--- config.mk ---
export PLATFORM = sky130hd
export DESIGN_NAME = calc_controller
export DESIGN_NICKNAME = d
export VERILOG_FILES = /design/src/rtl/calculator_pkg.sv /design/src/rtl/adder32.sv /design/src/rtl/calc_controller.sv
export SDC_FILE = /design/constraint.sdc
export NUM_CORES = 1
export LEC_CHECK = 0
export BUFFER_PORTS_ARGS = -buffer_cell sky130_fd_sc_hd__buf_4
export CORE_MARGIN = 5
export CORE_UTILIZATION = 30
export DETAILED_ROUTE_END_ITERATION = 7
export PLACE_DENSITY = 0.52
export SLEW_MARGIN = 20
export SYNTH_ARGS = -nofsm -noshare
export SYNTH_HDL_FRONTEND = slang
export SYNTH_SLANG_ARGS = --single-unit
--- constraint.sdc ---
create_clock -name clk_i -period 4.88 [get_ports clk_i]
set_input_delay 0.488 -clock clk_i [delete_from_list [all_inputs] [get_ports clk_i]]
set_output_delay 0.488 -clock clk_i [all_outputs]
set_load 0.05 [all_outputs]
--- src/rtl/calculator_pkg.sv ---
// Shared widths and sequencer state encoding for the calculator datapath.
package calculator_pkg;

    localparam int unsigned DATA_W = 32;
    localparam int unsigned ADDR_W = 10;

    typedef enum logic [2:0] {
        IDLE    = 3'd0,
        CHECK   = 3'd1,
        RD_A    = 3'd2,
        RD_B    = 3'd3,
        LATCH_B = 3'd4,
        WRITE   = 3'd5,
        DONE    = 3'd6
    } state_e;

endpackage

--- src/rtl/adder32.sv ---
// Unsigned DATA_W-bit adder; the sum wraps modulo 2^DATA_W.
module adder32
    import calculator_pkg::*;
(
    input  logic [DATA_W-1:0] a_i,
    input  logic [DATA_W-1:0] b_i,
    output logic [DATA_W-1:0] sum_o
);

    assign sum_o = a_i + b_i;

endmodule

--- src/rtl/calc_controller.sv ---
// Streams operand pairs from SRAM through adder32 and writes sums back.
// Optional sticky carry-out flag: define CALC_OVERFLOW_FLAG_EN.
module calc_controller
    import calculator_pkg::*;
(
    input  logic              clk_i,
    input  logic              rst_i,
    input  logic              start_i,
    input  logic [ADDR_W-1:0] read_start_addr_i,
    input  logic [ADDR_W-1:0] read_end_addr_i,
    input  logic [ADDR_W-1:0] write_start_addr_i,
    output logic              mem_rd_en_o,
    output logic [ADDR_W-1:0] mem_rd_addr_o,
    input  logic [DATA_W-1:0] mem_rd_data_i,
    output logic              mem_wr_en_o,
    output logic [ADDR_W-1:0] mem_wr_addr_o,
    output logic [DATA_W-1:0] mem_wr_data_o,
    output logic              busy_o,
    output logic              done_o
`ifdef CALC_OVERFLOW_FLAG_EN
    ,
    output logic              overflow_o
`endif
);

    localparam int unsigned PTR_W = ADDR_W + 1;

    state_e              state_q, state_d;
    // Read pointer carries one extra bit so the range check never sees a wrap.
    logic [PTR_W-1:0]    rd_ptr_q, rd_ptr_d;
    logic [ADDR_W-1:0]   wr_ptr_q, wr_ptr_d;
    logic [ADDR_W-1:0]   end_q, end_d;
    logic [DATA_W-1:0]   op_a_q, op_a_d;
    logic [DATA_W-1:0]   op_b_q, op_b_d;
    logic                rd_en_q, rd_en_d;
    logic [ADDR_W-1:0]   rd_addr_q, rd_addr_d;
    logic                wr_en_q, wr_en_d;
    logic [ADDR_W-1:0]   wr_addr_q, wr_addr_d;
    logic                busy_q, busy_d;
    logic                done_q, done_d;
    logic [DATA_W-1:0]   sum;

    adder32 u_adder (
        .a_i   (op_a_q),
        .b_i   (op_b_q),
        .sum_o (sum)
    );

`ifdef CALC_OVERFLOW_FLAG_EN
    logic ovf_q, ovf_d;
`endif

    always_comb begin
        state_d  = state_q;
        rd_ptr_d = rd_ptr_q;
        wr_ptr_d = wr_ptr_q;
        end_d    = end_q;
        op_a_d   = op_a_q;
        op_b_d   = op_b_q;
`ifdef CALC_OVERFLOW_FLAG_EN
        ovf_d    = ovf_q;
`endif

        case (state_q)
            IDLE: begin
                if (start_i) begin
                    rd_ptr_d = {1'b0, read_start_addr_i};
                    wr_ptr_d = write_start_addr_i;
                    end_d    = read_end_addr_i;
`ifdef CALC_OVERFLOW_FLAG_EN
                    ovf_d    = 1'b0;
`endif
                    state_d  = CHECK;
                end
            end
            CHECK: begin
                if ((rd_ptr_q + PTR_W'(1)) <= {1'b0, end_q}) begin
                    state_d = RD_A;
                end else begin
                    state_d = DONE;
                end
            end
            RD_A: state_d = RD_B;
            RD_B: begin
                op_a_d  = mem_rd_data_i;
                state_d = LATCH_B;
            end
            LATCH_B: begin
                op_b_d  = mem_rd_data_i;
                state_d = WRITE;
            end
            WRITE: begin
                rd_ptr_d = rd_ptr_q + PTR_W'(2);
                wr_ptr_d = wr_ptr_q + ADDR_W'(1);
`ifdef CALC_OVERFLOW_FLAG_EN
                if (sum < op_a_q) begin
                    ovf_d = 1'b1;
                end
`endif
                state_d  = CHECK;
            end
            DONE:    state_d = IDLE;
            default: state_d = IDLE;
        endcase

        // Outputs are registered copies decoded from the upcoming state.
        rd_en_d   = (state_d == RD_A) || (state_d == RD_B);
        rd_addr_d = '0;
        if (state_d == RD_A) begin
            rd_addr_d = rd_ptr_d[ADDR_W-1:0];
        end else if (state_d == RD_B) begin
            rd_addr_d = rd_ptr_d[ADDR_W-1:0] + ADDR_W'(1);
        end
        wr_en_d   = (state_d == WRITE);
        wr_addr_d = (state_d == WRITE) ? wr_ptr_d : '0;
        busy_d    = (state_d != IDLE);
        done_d    = (state_d == DONE);
    end

    always_ff @(posedge clk_i) begin
        if (rst_i) begin
            state_q   <= IDLE;
            rd_ptr_q  <= '0;
            wr_ptr_q  <= '0;
            end_q     <= '0;
            op_a_q    <= '0;
            op_b_q    <= '0;
            rd_en_q   <= 1'b0;
            rd_addr_q <= '0;
            wr_en_q   <= 1'b0;
            wr_addr_q <= '0;
            busy_q    <= 1'b0;
            done_q    <= 1'b0;
`ifdef CALC_OVERFLOW_FLAG_EN
            ovf_q     <= 1'b0;
`endif
        end else begin
            state_q   <= state_d;
            rd_ptr_q  <= rd_ptr_d;
            wr_ptr_q  <= wr_ptr_d;
            end_q     <= end_d;
            op_a_q    <= op_a_d;
            op_b_q    <= op_b_d;
            rd_en_q   <= rd_en_d;
            rd_addr_q <= rd_addr_d;
            wr_en_q   <= wr_en_d;
            wr_addr_q <= wr_addr_d;
            busy_q    <= busy_d;
            done_q    <= done_d;
`ifdef CALC_OVERFLOW_FLAG_EN
            ovf_q     <= ovf_d;
`endif
        end
    end

    assign mem_rd_en_o   = rd_en_q;
    assign mem_rd_addr_o = rd_addr_q;
    assign mem_wr_en_o   = wr_en_q;
    assign mem_wr_addr_o = wr_addr_q;
    // Operands are stable for the whole WRITE cycle, so the sum is gated by the write strobe flop.
    assign mem_wr_data_o = wr_en_q ? sum : '0;
    assign busy_o        = busy_q;
    assign done_o        = done_q;
`ifdef CALC_OVERFLOW_FLAG_EN
    assign overflow_o    = ovf_q;
`endif

endmodule
======== Yosys cells after proc, flatten, opt, wreduce, memory -nomap -nowiden ========
Cells that the tools add are included.
Widths: inputs -> output; s select.
word-level totals
  output and inout bits ................... 56
  flip-flop bits (word level) ............. 122
cells by class
  order comparisons ....................... 1
  reduce and logical (&&, ||, !) cells .... 7
  $add $sub $neg .......................... 5
  equal/unequal tests ..................... 10
  bitwise operators ....................... 1
  mux-type cells .......................... 10
operator list
  operator               count
  $add 32x32->32         1
  $mux 32                1
  $mux 10                3
  $pmux 11 s2            1
  $add 10x1->10 const B  2
  $pmux 10 s2            1
  $pmux 3 s6             1
  $eq 3x2->1 const B     4
  $eq 3x3->1 const B     4
  $add 11x1->11 const B  1
  $add 11x2->11 const B  1
  $le 11x10->1           1
  $mux 11                1
  $mux 3                 2
  $reduce_and 2->1       2
  $eq 3x1->1 const B     1
  $logic_not 3->1        1
  $reduce_bool 3->1      1
  $ne 2x2->1 const B     1
  $reduce_bool 2->1      1
  $reduce_or 2->1        1
  $logic_or 1x1->1       1
  $not 1->1              1

======== Logic depth before layout (Yosys ltp) ========
  word-level depth ........................ 7
  gate-level depth with buffers ........... 16
  mapped depth without buffers ............ 14

======== By module ========
A second synthesis with hierarchy kept.
unflattened totals
  cells, all modules ...................... 924
  area total of the unflattened synthesis .. 7214.4 sq um
modules (own cells, without submodules)
  module           instances  area an instance (sq um)  seq. area each (sq um)  cells an instance
  calc_controller  1          5470.2                    2442.3                  683
  adder32          1          1744.2                    0.0                     241

======== Worst setup path before layout ========
No wires, ideal clock.
  path kind ............................... reg2out
  from .................................... register op_a_q[0]
  to ...................................... output port mem_wr_data_o[28]
  buffers on the path ..................... 0
  slack ................................... 1.129 ns
  data arrival time ....................... 3.263 ns
  data required time ...................... 4.392 ns
  cell stages (with the launch flop) ...... 10
  cell sequence ........................... dfxtp_1 > ha_1 > fa_1 > a21oi_1 > nand4b_1 > and2_1 > o21a_1 > o2111ai_1 > o311a_1 > o31ai_1
on the way
  cells in the longest elaborated chain, start to end .. 2
RTL lines
  element                 line                    text
  from (decl)             calc_controller.sv:33   logic [DATA_W-1:0] op_a_q, op_a_d;
  from (signal assigned)  calc_controller.sv:142  op_a_q <= op_a_d;
  $add 32x32->32          adder32.sv:10           assign sum_o = a_i + b_i;
  $mux 32                 calc_controller.sv:161  assign mem_wr_data_o = wr_en_q ? sum : '0;
  to (decl)               calc_controller.sv:17   output logic [DATA_W-1:0] mem_wr_data_o,
No other way between the ends.

======== Final worst setup path ========
  from .................................... register op_a_q[0]
  to ...................................... output port mem_wr_data_o[30]
Same word-level chain as after synthesis.

==> impl_metrics.csv <==
group,metric,value,unit
status,status,"finished clean",
timing,maxSlewViolCount,0,
timing,relSlewSlack,0.435,
logic_synthesis,yosys.area_share.xor_xnor,0.0470,
critical_path,crit_type,"flop to output port",
critical_path,reg2reg_slack,1570,ps
placement,dp.cells,1273,
logic_synthesis,ys_ff_latch,122,
detailed_routing,routed_wl,20200,um
floorplan,ioPinCount,121,
logic_synthesis,synth-main-ff-cell,"dfxtp_1",
logic_synthesis,synth_cells,908,
critical_path,critical_path_arrival,3550,ps
critical_path,cp.required,4390,ps
placement,gp_congestion,0.866,
logic_synthesis,synthAdderAreaFrac,0.0846,
flow_run,drv_cap,0,
detailed_routing,drt_iter0_markers,312,
logic_synthesis,synth_top_family_by_area,"simple AND/OR/NAND/NOR gates",
logic_synthesis,synth-simple-area-share,0.243,
layout,layout.cells.non_filler,1302,
floorplan,core,0.0226,mm2
critical_path,crit_path_start,"op_a_q[0]",
global_routing,grt_pass1_vias,6301,
cts,cts.root.buffer_cell,"clkbuf_16",
critical_path,cp-start-kind,"flop",
layout,area_growth,24.8,%
logic_synthesis,async_reset_ff_frac,0,
logic_synthesis,synth_cell_types,65,
logic_synthesis,yosys_warnings,0,
placement,place_area,0.00802,mm2
critical_path,worstRegToRegCells,14,
cts,cts_setup_buffers,0,
timing,holdWs,317,ps
timing,max_freq,248,MHz
logic_synthesis,syn_avg_cell_area,7.59,um2
cts,cts_inserted_buffers,17,
timing,fin_crit,4030,ps
floorplan,dieArea,0.0261,mm2
floorplan,die_h,162,um
layout,final_area,0.00860,mm2
layout,n_antenna_cell,0,
cts,cts_num_sinks,122,
timing,grt_setup_unrepaired,"no",
floorplan,fp-row-count,55,
detailed_routing,drc,0,
detailed_routing,drt-pass1-iter-count,4,
cts,path_clk_slew,60,ps
cts,clock_tree.htree_level_count,4,
power,finalPower,4.20,mW
min_path,min_path_cells,3,
logic_synthesis,synth_nets,1019,
critical_path,crit_fanout,4,
floorplan,die_width,162,um
power,power_density,488,mW/mm2
min_path,hold_path_class,"input pin to flop",
timing,clock-skew-final,6.19,ps
global_routing,antenna_found_initial,0,
cts,clock_latency,410,ps
cts,cts-resized-gates,0,
detailed_routing,post_drt_wl_per_cell,15.5,um
layout,final_nets,1118,
logic_synthesis,synth_compound_area_frac,0.196,
detailed_routing,via_per_inst,4.94,
timing,setup_tns,0,ps
logic_synthesis,synth_edf_count,0,
critical_path,endpoint_kind,"output port",
critical_path,reg2reg_from,"rd_ptr_q[2]",
timing,tightestPinTransition,848,ps
timing,finalCritPeriodShare,0.827,
critical_path,r2r_end,"mem_rd_addr_o[3]",
timing,setup_viol,0,
power,p_leak,3.50,nW
detailed_routing,ant_nets,0,
floorplan,start_util,0.304,
logic_synthesis,ys_seq_area_frac,0.354,
power,ir_drop,197,uV
placement,portBuffers,120,
logic_synthesis,synth.area.mux_share,0.0314,
cts,hold_buffers,0,
layout,drive_gt1_frac,0.170,
critical_path,crit_end,"mem_wr_data_o[30]",
cts,cts_tree,"yes",
global_routing,track_usage,0.156,
placement,dp_hpwl,14400,um
logic_synthesis,syn_area,0.00689,mm2
global_routing,grt_max_degree,75,
timing,hold_viol_final,0,
cts,clk_path_buf_depth,2,
detailed_routing,via_count,6429,
global_routing,grt_pass1_wl,32900,um
global_routing,grt-ovfl-total,0,
[synthesized netlist by cell type, types with 4 or more instances]
master,number,area share
xnor2_1,23,0.029
and2_1,6,0.0054
o32ai_1,6,0.0076
nand3_1,18,0.013
nand2b_1,6,0.0054
buf_2,5,0.0036
a31oi_1,10,0.0091
nor4_1,4,0.0036
nand4_1,4,0.0036
and3_1,11,0.010
o211ai_1,10,0.011
inv_1,29,0.016
buf_1,5,0.0027
nor2_1,99,0.054
o21a_1,5,0.0054
nor2b_1,6,0.0054
dfxtp_1,122,0.35
a21boi_0,4,0.0044
xor2_1,14,0.018
mux2i_1,16,0.023
o21bai_1,6,0.0065
nor3_1,19,0.014
clkbuf_1,37,0.020
ha_1,45,0.082
a21o_1,9,0.0098
nand2_1,194,0.11
o21ai_0,25,0.018
a21oi_1,112,0.081
[cell type report]
cell class / count / area [um2]
Clock buffer: 22 / 484
Clock inverter: 7 / 92.6
Fill cell: 2403 / 14000
Inverter: 30 / 113
Multi-Input combinational cell: 708 / 4150
Sequential cell: 122 / 2440
Tap cell: 285 / 357
Timing Repair Buffer: 128 / 961
[worst min-delay path by stage]
stage	startpoint	end	slack, ps
2_1_floorplan	end_q[1]	end_q[1]	440
3_3_place_gp	end_q[6]	end_q[6]	450
3_5_place_dp	end_q[5]	end_q[5]	450
4_1_cts	read_end_addr_i[7]	end_q[7]	300
5_1_grt	mem_rd_data_i[7]	op_b_q[7]	310
6_report	read_end_addr_i[7]	end_q[7]	320
[per-layer routing]
layer | vias to the layer above | share of wire | GRT usage
met5 | - | 0 | 0
met4 | 0 | 0.0079 | 0.0337
met3 | 13 | 0.047 | 0.0344
met2 | 124 | 0.48 | 0.271
met1 | 2969 | 0.46 | 0.198
li1 | 3323 | - | -
[layout by cell type, fill, tap and decap left out, drive strengths merged, types with 9 or more instances in the layout]
cell type / instances
nor2: 99
nor3: 21
a21o: 9
xor2: 14
clkbuf: 22
nand2: 194
mux2i: 17
o211ai: 10
a21oi: 113
inv: 29
xnor2: 23
o21ai: 26
dfxtp: 122
ha: 45
a31oi: 10
nand3: 18
buf: 128
and3: 11
[state kept, by name, indices dropped and copies added (netlist names), 3 cells and up]
register       flops
end_q             10
mem_rd_addr_o     10
mem_wr_addr_o     10
op_a_q            32
op_b_q            32
rd_ptr_q          11
state_q            3
wr_ptr_q          10
[kinds of logic after synthesis]
family	count (synthesis)
fa+ha+maj	46
compound gates	221
mux	20
flops	122
buf+inv	78
simple gates	384
xor+xnor	37
[where the power goes]
group | internal, mW | total, mW | switching [mW]
clock | 0.795 | 1.25 | 0.451
combinational | 0.582 | 1.58 | 0.996
sequential | 1.19 | 1.37 | 0.187
[stage by stage]
step | setup WS, ps | utilization
after detailed placement | 1230 | 0.354
after CTS | 757 | 0.380
after global routing | 552 | 0.380
after floorplan | 1130 | -
final | 845 | 0.380
after global placement | 1230 | 0.354
[critical path: stages (launching register included)]
cell and delay [ps]:
dfxtp_1 310, ha_1 230, fa_1 420, a21oi_1 180
nand4b_1 150, and2_1 220, o21a_1 170, o2111ai_1 200
o311a_1 440, o41ai_1 320, mux2i_1 260, buf_4 230
No activity file was read; power rests on OpenSTA's default activity.
